**src/rtl/hazard_if.sv**
```systemverilog
// Hazard controller bundle: datapath status and ID-stage decode in,
// PC / pipeline latch controls and forwarding selects out.
interface hazard_if #(
    parameter int DEPTH  = 3,
    parameter int REG_AW = 5,
    parameter int CNT_W  = 32
);
    localparam int SEL_W = $clog2(DEPTH);

    // Datapath status and ID-stage decode
    logic              ihit;
    logic              dhit;
    logic              mem_req;
    logic              id_valid;
    logic [REG_AW-1:0] id_rs;
    logic [REG_AW-1:0] id_rt;
    logic              id_use_rs;
    logic              id_use_rt;
    logic              id_wen;
    logic [REG_AW-1:0] id_dest;
    logic              id_load;
    logic              id_halt;
    logic              br_taken;

    // Pipeline controls
    logic              pc_en;
    logic              ifid_en;
    logic              ifid_flush;
    logic [DEPTH-1:0]  stage_en;
    logic [DEPTH-1:0]  stage_flush;
    logic [SEL_W-1:0]  fwd_a_sel;
    logic [SEL_W-1:0]  fwd_b_sel;
    logic              halted;
    logic [CNT_W-1:0]  stall_cnt;

    // Datapath / control-unit side
    modport master (
        output ihit, dhit, mem_req, id_valid, id_rs, id_rt, id_use_rs, id_use_rt,
               id_wen, id_dest, id_load, id_halt, br_taken,
        input  pc_en, ifid_en, ifid_flush, stage_en, stage_flush,
               fwd_a_sel, fwd_b_sel, halted, stall_cnt
    );

    // Hazard unit side
    modport slave (
        input  ihit, dhit, mem_req, id_valid, id_rs, id_rt, id_use_rs, id_use_rt,
               id_wen, id_dest, id_load, id_halt, br_taken,
        output pc_en, ifid_en, ifid_flush, stage_en, stage_flush,
               fwd_a_sel, fwd_b_sel, halted, stall_cnt
    );
endinterface

```
**src/rtl/hazard_unit.sv**
```systemverilog
// Pipeline hazard controller: tracks in-flight instruction metadata in a
// shadow pipeline and derives stalls, flushes, forwarding and halt.
module hazard_unit #(
    parameter int DEPTH    = 3,
    parameter int REG_AW   = 5,
    parameter int FWD_EN   = 1,
    parameter int BR_STAGE = 1,
    parameter int CNT_W    = 32
) (
    input  logic    CLK,
    input  logic    nRST,
    hazard_if.slave hif
);
    localparam int SEL_W = $clog2(DEPTH);

    typedef struct packed {
        logic              valid;
        logic              wen;
        logic [REG_AW-1:0] dest;
        logic              load;
        logic              halt;
        logic [REG_AW-1:0] rs;
        logic [REG_AW-1:0] rt;
        logic              use_rs;
        logic              use_rt;
    } entry_t;

    entry_t           shadow_reg  [DEPTH];
    entry_t           shadow_next [DEPTH];
    entry_t           id_entry;

    logic [DEPTH-1:0] writer;
    logic [DEPTH-1:0] id_rs_hit;
    logic [DEPTH-1:0] id_rt_hit;
    logic [DEPTH-1:0] ex_rs_hit;
    logic [DEPTH-1:0] ex_rt_hit;
    logic [DEPTH-1:0] halt_vec;
    logic [DEPTH-1:0] br_mask;

    logic             mem_wait;
    logic             raw;
    logic             halt_block;
    logic             advance;
    logic             stall;
    logic             pc_en;
    logic             ifid_en;
    logic             ifid_flush;
    logic [DEPTH-1:0] stage_en;
    logic [DEPTH-1:0] stage_flush;
    logic [SEL_W-1:0] fwd_a_sel;
    logic [SEL_W-1:0] fwd_b_sel;
    logic             halted_reg;
    logic             halted_next;
    logic [CNT_W-1:0] stall_cnt_reg;

    assign id_entry = '{valid:  hif.id_valid,
                        wen:    hif.id_wen,
                        dest:   hif.id_dest,
                        load:   hif.id_load,
                        halt:   hif.id_halt,
                        rs:     hif.id_rs,
                        rt:     hif.id_rt,
                        use_rs: hif.id_use_rs,
                        use_rt: hif.id_use_rt};

    // Per-entry decode: register writers, dependency hits and halt presence.
    // $0 is never a writer, so it can neither stall nor forward.
    genvar gi;
    generate
        for (gi = 0; gi < DEPTH; gi++) begin : g_entry
            assign writer[gi]    = shadow_reg[gi].valid & shadow_reg[gi].wen &
                                   (shadow_reg[gi].dest != '0);
            assign id_rs_hit[gi] = writer[gi] & hif.id_use_rs & (shadow_reg[gi].dest == hif.id_rs);
            assign id_rt_hit[gi] = writer[gi] & hif.id_use_rt & (shadow_reg[gi].dest == hif.id_rt);
            assign halt_vec[gi]  = shadow_reg[gi].valid & shadow_reg[gi].halt;
            assign br_mask[gi]   = (gi <= BR_STAGE);
            if (gi == 0) begin : g_ex
                // EX cannot forward to itself
                assign ex_rs_hit[gi] = 1'b0;
                assign ex_rt_hit[gi] = 1'b0;
            end else begin : g_older
                assign ex_rs_hit[gi] = writer[gi] & shadow_reg[0].use_rs &
                                       (shadow_reg[gi].dest == shadow_reg[0].rs);
                assign ex_rt_hit[gi] = writer[gi] & shadow_reg[0].use_rt &
                                       (shadow_reg[gi].dest == shadow_reg[0].rt);
            end
        end
    endgenerate

    // With forwarding only a load sitting in EX is unresolvable; without it
    // any pending writer blocks the reader until it retires.
    assign mem_wait   = hif.mem_req & ~hif.dhit;
    assign raw        = hif.id_valid & ((FWD_EN != 0) ?
                        ((id_rs_hit[0] | id_rt_hit[0]) & shadow_reg[0].load) :
                        (|(id_rs_hit | id_rt_hit)));
    assign halt_block = (hif.id_halt & hif.id_valid) | (|halt_vec);

    // Prioritised control resolution; first matching condition wins.
    always_comb begin
        pc_en       = 1'b1;
        ifid_en     = 1'b1;
        ifid_flush  = 1'b0;
        stage_en    = '1;
        stage_flush = '0;
        advance     = 1'b1;
        stall       = 1'b0;
        if (halted_reg) begin
            pc_en    = 1'b0;
            ifid_en  = 1'b0;
            stage_en = '0;
            advance  = 1'b0;
        end else if (mem_wait) begin
            pc_en    = 1'b0;
            ifid_en  = 1'b0;
            stage_en = '0;
            advance  = 1'b0;
            stall    = 1'b1;
        end else if (hif.br_taken) begin
            // The ID instruction is discarded here, so a coincident RAW is moot
            ifid_flush  = 1'b1;
            stage_flush = br_mask;
        end else if (raw) begin
            pc_en          = 1'b0;
            ifid_en        = 1'b0;
            stage_flush[0] = 1'b1;
            stall          = 1'b1;
        end else if (halt_block) begin
            pc_en      = 1'b0;
            ifid_flush = 1'b1;
        end else if (!hif.ihit) begin
            pc_en          = 1'b0;
            ifid_en        = 1'b0;
            stage_flush[0] = 1'b1;
            stall          = 1'b1;
        end
    end

    // Next shadow contents: shift one stage, flushed slots become bubbles.
    always_comb begin
        shadow_next[0] = stage_flush[0] ? '0 : id_entry;
        for (int k = 1; k < DEPTH; k++) begin
            shadow_next[k] = stage_flush[k] ? '0 : shadow_reg[k-1];
        end
    end

    // Forward select: walk oldest to youngest so the youngest writer wins.
    always_comb begin
        fwd_a_sel = '0;
        fwd_b_sel = '0;
        if (FWD_EN != 0) begin
            for (int k = DEPTH - 1; k >= 0; k--) begin
                if (ex_rs_hit[k]) fwd_a_sel = SEL_W'(k);
                if (ex_rt_hit[k]) fwd_b_sel = SEL_W'(k);
            end
        end
    end

    // Halt latches as the halt instruction reaches the last stage.
    assign halted_next = halted_reg |
                         (advance & shadow_next[DEPTH-1].valid & shadow_next[DEPTH-1].halt);

    // Shadow pipeline and sticky halt flag.
    always_ff @(posedge CLK or negedge nRST) begin
        if (!nRST) begin
            for (int k = 0; k < DEPTH; k++) shadow_reg[k] <= '0;
            halted_reg <= 1'b0;
        end else begin
            if (advance) begin
                for (int k = 0; k < DEPTH; k++) shadow_reg[k] <= shadow_next[k];
            end
            halted_reg <= halted_next;
        end
    end

    // Saturating stall-cycle counter.
    always_ff @(posedge CLK or negedge nRST) begin
        if (!nRST) begin
            stall_cnt_reg <= '0;
        end else if (stall && (stall_cnt_reg != '1)) begin
            stall_cnt_reg <= stall_cnt_reg + CNT_W'(1);
        end
    end

    assign hif.pc_en       = pc_en;
    assign hif.ifid_en     = ifid_en;
    assign hif.ifid_flush  = ifid_flush;
    assign hif.stage_en    = stage_en;
    assign hif.stage_flush = stage_flush;
    assign hif.fwd_a_sel   = fwd_a_sel;
    assign hif.fwd_b_sel   = fwd_b_sel;
    assign hif.halted      = halted_reg;
    assign hif.stall_cnt   = stall_cnt_reg;
endmodule

```
**src/flat_wrapper.sv**
```systemverilog
// flat-port wrapper written by rule: the top's interface ports become plain ports
module hazard_unit_flat 
#(
    parameter int DEPTH    = 3,
    parameter int REG_AW   = 5,
    parameter int FWD_EN   = 1,
    parameter int BR_STAGE = 1,
    parameter int CNT_W    = 32
)
  (CLK, nRST, hif_ihit, hif_dhit, hif_mem_req, hif_id_valid, hif_id_rs, hif_id_rt, hif_id_use_rs, hif_id_use_rt, hif_id_wen, hif_id_dest, hif_id_load, hif_id_halt, hif_br_taken, hif_pc_en, hif_ifid_en, hif_ifid_flush, hif_stage_en, hif_stage_flush, hif_fwd_a_sel, hif_fwd_b_sel, hif_halted, hif_stall_cnt);
  hazard_if #(.DEPTH(DEPTH), .REG_AW(REG_AW), .CNT_W(CNT_W)) hif_i ();
  input  logic CLK;
  input  logic nRST;
  input wire logic [$bits(hif_i.ihit)-1:0] hif_ihit;
  input wire logic [$bits(hif_i.dhit)-1:0] hif_dhit;
  input wire logic [$bits(hif_i.mem_req)-1:0] hif_mem_req;
  input wire logic [$bits(hif_i.id_valid)-1:0] hif_id_valid;
  input wire logic [$bits(hif_i.id_rs)-1:0] hif_id_rs;
  input wire logic [$bits(hif_i.id_rt)-1:0] hif_id_rt;
  input wire logic [$bits(hif_i.id_use_rs)-1:0] hif_id_use_rs;
  input wire logic [$bits(hif_i.id_use_rt)-1:0] hif_id_use_rt;
  input wire logic [$bits(hif_i.id_wen)-1:0] hif_id_wen;
  input wire logic [$bits(hif_i.id_dest)-1:0] hif_id_dest;
  input wire logic [$bits(hif_i.id_load)-1:0] hif_id_load;
  input wire logic [$bits(hif_i.id_halt)-1:0] hif_id_halt;
  input wire logic [$bits(hif_i.br_taken)-1:0] hif_br_taken;
  output wire logic [$bits(hif_i.pc_en)-1:0] hif_pc_en;
  output wire logic [$bits(hif_i.ifid_en)-1:0] hif_ifid_en;
  output wire logic [$bits(hif_i.ifid_flush)-1:0] hif_ifid_flush;
  output wire logic [$bits(hif_i.stage_en)-1:0] hif_stage_en;
  output wire logic [$bits(hif_i.stage_flush)-1:0] hif_stage_flush;
  output wire logic [$bits(hif_i.fwd_a_sel)-1:0] hif_fwd_a_sel;
  output wire logic [$bits(hif_i.fwd_b_sel)-1:0] hif_fwd_b_sel;
  output wire logic [$bits(hif_i.halted)-1:0] hif_halted;
  output wire logic [$bits(hif_i.stall_cnt)-1:0] hif_stall_cnt;
  assign hif_i.ihit = hif_ihit;
  assign hif_i.dhit = hif_dhit;
  assign hif_i.mem_req = hif_mem_req;
  assign hif_i.id_valid = hif_id_valid;
  assign hif_i.id_rs = hif_id_rs;
  assign hif_i.id_rt = hif_id_rt;
  assign hif_i.id_use_rs = hif_id_use_rs;
  assign hif_i.id_use_rt = hif_id_use_rt;
  assign hif_i.id_wen = hif_id_wen;
  assign hif_i.id_dest = hif_id_dest;
  assign hif_i.id_load = hif_id_load;
  assign hif_i.id_halt = hif_id_halt;
  assign hif_i.br_taken = hif_br_taken;
  assign hif_pc_en = hif_i.pc_en;
  assign hif_ifid_en = hif_i.ifid_en;
  assign hif_ifid_flush = hif_i.ifid_flush;
  assign hif_stage_en = hif_i.stage_en;
  assign hif_stage_flush = hif_i.stage_flush;
  assign hif_fwd_a_sel = hif_i.fwd_a_sel;
  assign hif_fwd_b_sel = hif_i.fwd_b_sel;
  assign hif_halted = hif_i.halted;
  assign hif_stall_cnt = hif_i.stall_cnt;
  hazard_unit #(.DEPTH(DEPTH), .REG_AW(REG_AW), .FWD_EN(FWD_EN), .BR_STAGE(BR_STAGE), .CNT_W(CNT_W)) u_core (.CLK(CLK), .nRST(nRST), .hif(hif_i));
endmodule
```
**config.mk**
```make
export PLATFORM = sky130hd
export DESIGN_NAME = hazard_unit_flat
export DESIGN_NICKNAME = d
export VERILOG_FILES = /design/src/rtl/hazard_if.sv /design/src/rtl/hazard_unit.sv /design/src/flat_wrapper.sv
export SDC_FILE = /design/constraint.sdc
export NUM_CORES = 1
export LEC_CHECK = 0
export ABC_AREA = 1
export CAP_MARGIN = 20
export CELL_PAD_IN_SITES_DETAIL_PLACEMENT = 0
export CELL_PAD_IN_SITES_GLOBAL_PLACEMENT = 1
export CORE_ASPECT_RATIO = 0.75
export CORE_MARGIN = 3
export CORE_UTILIZATION = 42
export DETAILED_ROUTE_END_ITERATION = 16
export PLACE_DENSITY = 0.83
export SYNTH_ARGS = -nofsm -noshare
export SYNTH_HDL_FRONTEND = slang
export SYNTH_SLANG_ARGS = --single-unit
```
**constraint.sdc**
```tcl
create_clock -name CLK -period 4.38 [get_ports CLK]
set_clock_uncertainty 0.05 [all_clocks]
set_input_delay 0.438 -clock CLK [delete_from_list [all_inputs] [get_ports CLK]]
set_output_delay 0.438 -clock CLK [all_outputs]
set_load 0.005 [all_outputs]
```
==> results of run 1 <==
[critical path, stage by stage]
cell	delay (ns)
clkdlybuf4s50_1	0.46
inv_1	0.04
nor2_1	0.27
nor2_4	0.05
inv_1	0.44
nor2_1	0.12
inv_1	0.09
o21ai_0	0.10
clkdlybuf4s50_1	0.48
[worst min-delay path by stage]
stage                                startpoint                  endpoint  slack [ns]  cells after the start
after CTS                                  nRST   u_core.hif.stall_cnt[8]        0.25                      1
final                                      nRST   u_core.hif.stall_cnt[8]        0.40                      2
after global placement    u_core.shadow_reg[12]     u_core.shadow_reg[12]        0.42                      2
after detailed placement  u_core.shadow_reg[12]     u_core.shadow_reg[12]        0.44                      2
after global routing                       nRST  u_core.hif.stall_cnt[10]        0.41                      2
after floorplan                            nRST         u_core.hif.halted        0.09                      0
[cells in the final DEF, fill, tap and decap left out, types with 2 or more instances in the layout]
master	n
xor2_1	12
nand3_1	59
dfrtp_1	70
o22ai_1	8
clkinv_4	2
inv_2	12
clkbuf_16	9
buf_4	4
clkdlybuf4s50_1	70
o2111ai_1	2
a21oi_1	5
inv_1	74
bufinv_16	2
nand4_1	40
xnor2_1	4
nand2_1	162
nor3_4	2
nand2_2	8
nor2_4	5
nor2_1	38
o21ai_0	32
nor3_1	10
nor2_2	4
nand3_2	5
o211ai_1	3
nor4_1	2
[kinds of logic (layout without fill, tap and decap cells)]
family          after synthesis  in the layout  synth area share
simple gates                341            341             0.379
buf+inv                     111            180             0.111
flops                        70             70             0.407
compound gates               52             52            0.0669
xor+xnor                     16             16            0.0326
fa+ha+maj                     1              1           0.00291
other cells                   1              1          0.000872
[cell type report]
class	instances	area, µm²
Timing Repair Buffer	77	766
Fill cell	949	4400
Tap cell	132	165
Inverter	87	327
Multi-Input combinational cell	411	2080
Clock buffer	11	243
Sequential cell	70	1750
Clock inverter	5	82.6
[per-layer routing]
metal / global-route usage / up-vias
li1: - / 2056
met3: 0.0490 / 10
met1: 0.349 / 1917
met5: 0 / -
met2: 0.297 / 111
met4: 0.0522 / 0
[metrics by stage]
stage | util | hold WS (ns)
after floorplan | - | 0.0924
after global placement | 0.515 | 0.422
after detailed placement | 0.515 | 0.443
after CTS | 0.549 | 0.253
after global routing | 0.552 | 0.410
final | 0.552 | 0.399
[power breakdown]
group	internal [µW]	switching (µW)	total [µW]
clock network	515	280	795
logic	54.2	78.4	133
registers	667	22.4	689
[timing repair]
| action | CTS | global route |
|---|---|---|
| setup endpoints to repair | 0 | 0 |
| hold endpoints to repair | 0 | 2 |
| hold buffers | 0 | 1 |
==> metrics, run 1 <==
status finished clean; non-filler instance count after layout 793; crit path capture hif_ifid_flush; port bufs 71; CTS tree built; initial antenna violation count 0; CTS sink count 70; Clock Pin Slew Worst Setup and Hold Paths about 0.06 ns; CTS buffer count 9; Synth area leader dfrtp_1; worst r2r dst u_core.hif.stall_cnt[2]; Worst EP required 3.89 ns; type of destination of the critical path output pin; top cell type's share of synthesized area 0.407; layout cells sized above 1 0.0908; Post-CTS Setup Bufs 0; final worst-path cycle share 0.678; crit-path max FO 20; Post-Syn Area between 0.004 and 0.005 mm²; synth top area cells dfrtp_1, nand2_1, nand3_1, inv_1, nand4_1; area of the core 0.00981 mm²; Hold Path Class in2async; met3 WL 672 µm; Max VDD drop between 200 and 250 µV; antenna viol nets, final 0; Max Cap Viol 0; DR vias 4094; Area growth, synth to finish 25.9%; static leakage 0.00248 µW; antenna cells 0; Net Count, Synth between 600 and 700; Ys Warns 0; Overall Global Routing Usage 0.220; PnR worst setup slack roughly 1.4 ns; final instance area 0.00541 mm²; Worst R2R Path Depth 11; Top Layer Used met4; DRC viols 0; RSZ-0062 raised after global routing false; top_reg_cell synth dfrtp_1; Synth Register Bits 70; Synth top cells by count nand2_1, inv_1, dfrtp_1; pwr/cell area 299 mW/mm²; Setup CP Type in2out; vias in the first global route around 3800; pin count of the biggest net entering global routing 56; WL/cell 14.8 µm; Detail Placement HPWL roughly 8500 µm; initial DRC count 379; Crit. Startpoint hif_mem_req; final slew viol count 0; Die X 123 µm; count leader, synth nand2_1; max FFs per register 37; Met1 Wirelength 6060 µm; die height 93.6 µm; Syn Inst Count 592; Max Freq 0.337 GHz; IO Pins 73; placed instance count 775; detailed-router iteration count before antenna repair 5; Cell Area, Placed slightly above 0.005 mm²; setup_tns 0 ns; worst path arrival time 2.48 ns; Place WS 1.43 ns; GPL Wtd Cong 0.885; Slew @ Worst Pin 0.909 ns; Initial Util 0.438; # setup viols final 0; Period minus WS final 2.97 ns; Slew headroom 0.393; met2 wire len 4910 µm; row count 31; Clock Latency Late Sink ~0.33 ns; die area 0.0115 mm²; global-route wire length before repair 19800 µm; final hold violation count 0; Avg Vias per Cell ~5.2; startpoint types primary input; Avg Cell Area, Syn 7.26 µm²; nets@finish 684; CTS-repair resized insts 0; aggregate routed wire length roughly 12000 µm; Worst R2R Setup Slack 2.01 ns; reg2reg start u_core.shadow_reg[41]; synth unique cells 37; CTS root buffer clkbuf_16; Post-synth EDFFs 0; ys async rst share 1.00; Power Total 1620 µW; Max Buffers Root-to-Sink 2; grt total ovfl 0; H-Tree Level Count 3; sequential share of the synthesized area 0.407
No activity file was read; power rests on OpenSTA's default activity.
==> run 2, diff against run 1 <==
--- a/config.mk
+++ b/config.mk
@@ -11,9 +11,9 @@
 export CELL_PAD_IN_SITES_GLOBAL_PLACEMENT = 1
 export CORE_ASPECT_RATIO = 0.75
 export CORE_MARGIN = 3
-export CORE_UTILIZATION = 42
+export CORE_UTILIZATION = 35
 export DETAILED_ROUTE_END_ITERATION = 16
-export PLACE_DENSITY = 0.83
+export PLACE_DENSITY = 0.73
 export SYNTH_ARGS = -nofsm -noshare
 export SYNTH_HDL_FRONTEND = slang
 export SYNTH_SLANG_ARGS = --single-unit
==> constraint.sdc (replaced) <==
create_clock -name CLK -period 2.4 [get_ports CLK]
set_clock_uncertainty 0.05 [all_clocks]
set_input_delay 0.24 -clock CLK [delete_from_list [all_inputs] [get_ports CLK]]
set_output_delay 0.24 -clock CLK [all_outputs]
set_load 0.005 [all_outputs]
==> metrics, run 2 (same netlist as run 1, synthesis figures left out) <==
status finished clean; Max stage delay cell, worst path clkdlybuf4s50_1; GRT busiest layer met1; nets@finish just under 700; aggregate routed wire length 12600 µm; CP max stage delay approximately 0.49 ns; met2 Use GR 0.258; Worst R2R Setup Slack 0.27 ns; crit-path max FO 3; DR vias between 4000 and 5000; final worst-path cycle share 0.946; antenna cells 0; Slew @ Worst Pin 0.512 ns; most frequent cells in the layout nand2_1, inv_1, dfrtp_1, clkdlybuf4s50_1, nand3_1; Place WS 0.00777 ns; grt total ovfl 0; Die X 134 µm; DRC viols 0; # setup viols final 0; initial antenna violation count 0; type of destination of the critical path output pin; critical-path cell list xnor2_1, o2111ai_1, nor4_2, buf_4, clkdlybuf4s50_1; pwr/cell area 569 mW/mm²; global-route wire length before repair 20600 µm; area of the core 0.0118 mm²; Max Cap Viol 0; CTS root buffer clkbuf_16; vias in the first global route 3858; CP delay by family, top buffers and inverters; layout cells sized above 1 0.118; die height 102 µm; RSZ-0062 raised after global routing false; Area growth, synth to finish 31.1%; startpoint types register; final slew viol count 0; detailed-router iteration count before antenna repair 5; initial DRC count 249; final core occ 0.478; static leakage 0.00265 µW; placed instance count 812; PnR worst setup slack 0.129 ns; Period minus WS final 2.27 ns; max FFs per register 37; setup_tns 0 ns; final instance area between 0.005 and 0.006 mm²; H-Tree Level Count 3; met3 usage 0.0433; Worst EP required 2.11 ns; Max Freq 0.440 GHz; final hold violation count 0; non-filler instance count after layout 832; worst path arrival time 1.98 ns; antenna viol nets, final 0; die area 0.0137 mm²; Overall Global Routing Usage 0.190; GPL Wtd Cong 0.973; CP Buf/Inv Count 2; Initial Util 0.365; Slew headroom 0.658; Cell Area, Placed 0.00519 mm²; most common cell after layout, fill and taps aside nand2_1; Detail Placement HPWL 9200 µm; CTS tree built; WL/cell roughly 15 µm; pin count of the biggest net entering global routing 71; Clock Latency Late Sink roughly 0.34 ns; Max VDD drop 314 µV; Avg Vias per Cell 5.01; row count 34; IO Pins 73; CTS buffer count 9; port bufs 71; Hold Path Class in2async; Clock Pin Slew Worst Setup and Hold Paths 0.06 ns; Setup CP Type reg2out; CTS sink count 70; Max Buffers Root-to-Sink 2; met1 Usage GRT 0.304
==> run 2: layout make-up <==
type / instances / area [µm²]
clock buffers: 11 / 243
clock inverters: 5 / 129
fillers: 1196 / 6150
inverters: 87 / 327
multi-input cells: 411 / 2100
flip-flops and latches: 70 / 1760
well taps: 162 / 203
repair buffers: 86 / 881
==> run 2: worst min-delay path, stage by stage <==
cell and delay, ns:
dlygate4sd3_1 0.52, buf_2 0.12, buf_12 0.32
==> run 2: metrics by stage <==
step           power, µW  hold WS, ns
2_1_floorplan       1400       -0.106
3_3_place_gp        1530        0.251
3_5_place_dp        1530        0.258
4_1_cts             3240        0.416
5_1_grt             3330        0.429
6_report            3210        0.404
==> run 2: repair_timing <==
item / 4_1_cts / 5_1_grt
hold buffers: 1 / 0
endpoints found under the setup margin: 6 / 6
hold endpoints to repair: 70 / 0
buffers inserted: 2 / 1
resized for setup: 8 / 11
pin swaps: 1 / 5
==> run 2: report_power, final <==
group,switching [µW],internal [µW]
Sequential,42.1,1220
Clock,530,1150
Combinational,153,113
Total,725,2480
==> run 2: path summary, 6_finish.rpt <==
| check | start | end | cells after the start |
|---|---|---|---|
| max | u_core.shadow_reg[51] | hif_fwd_a_sel[0] | 5 |
| min | nRST | u_core.hif.stall_cnt[8] | 3 |
| max reg2reg | u_core.shadow_reg[58] | u_core.hif.stall_cnt[31] | 14 |
| min reg2reg | u_core.shadow_reg[19] | u_core.shadow_reg[19] | 2 |
| max in group asynchronous | nRST | u_core.shadow_reg[58] | 3 |
| min in group CLK | hif_id_wen | u_core.shadow_reg[61] | 3 |
==> run 2: layer usage <==
layer	part of all wire	routed length, µm	vias to the layer above
met2	0.41	5140	123
met1	0.54	6810	1971
li1	-	-	2069
met4	0.0049	62	0
met5	0	0	-
met3	0.050	635	5
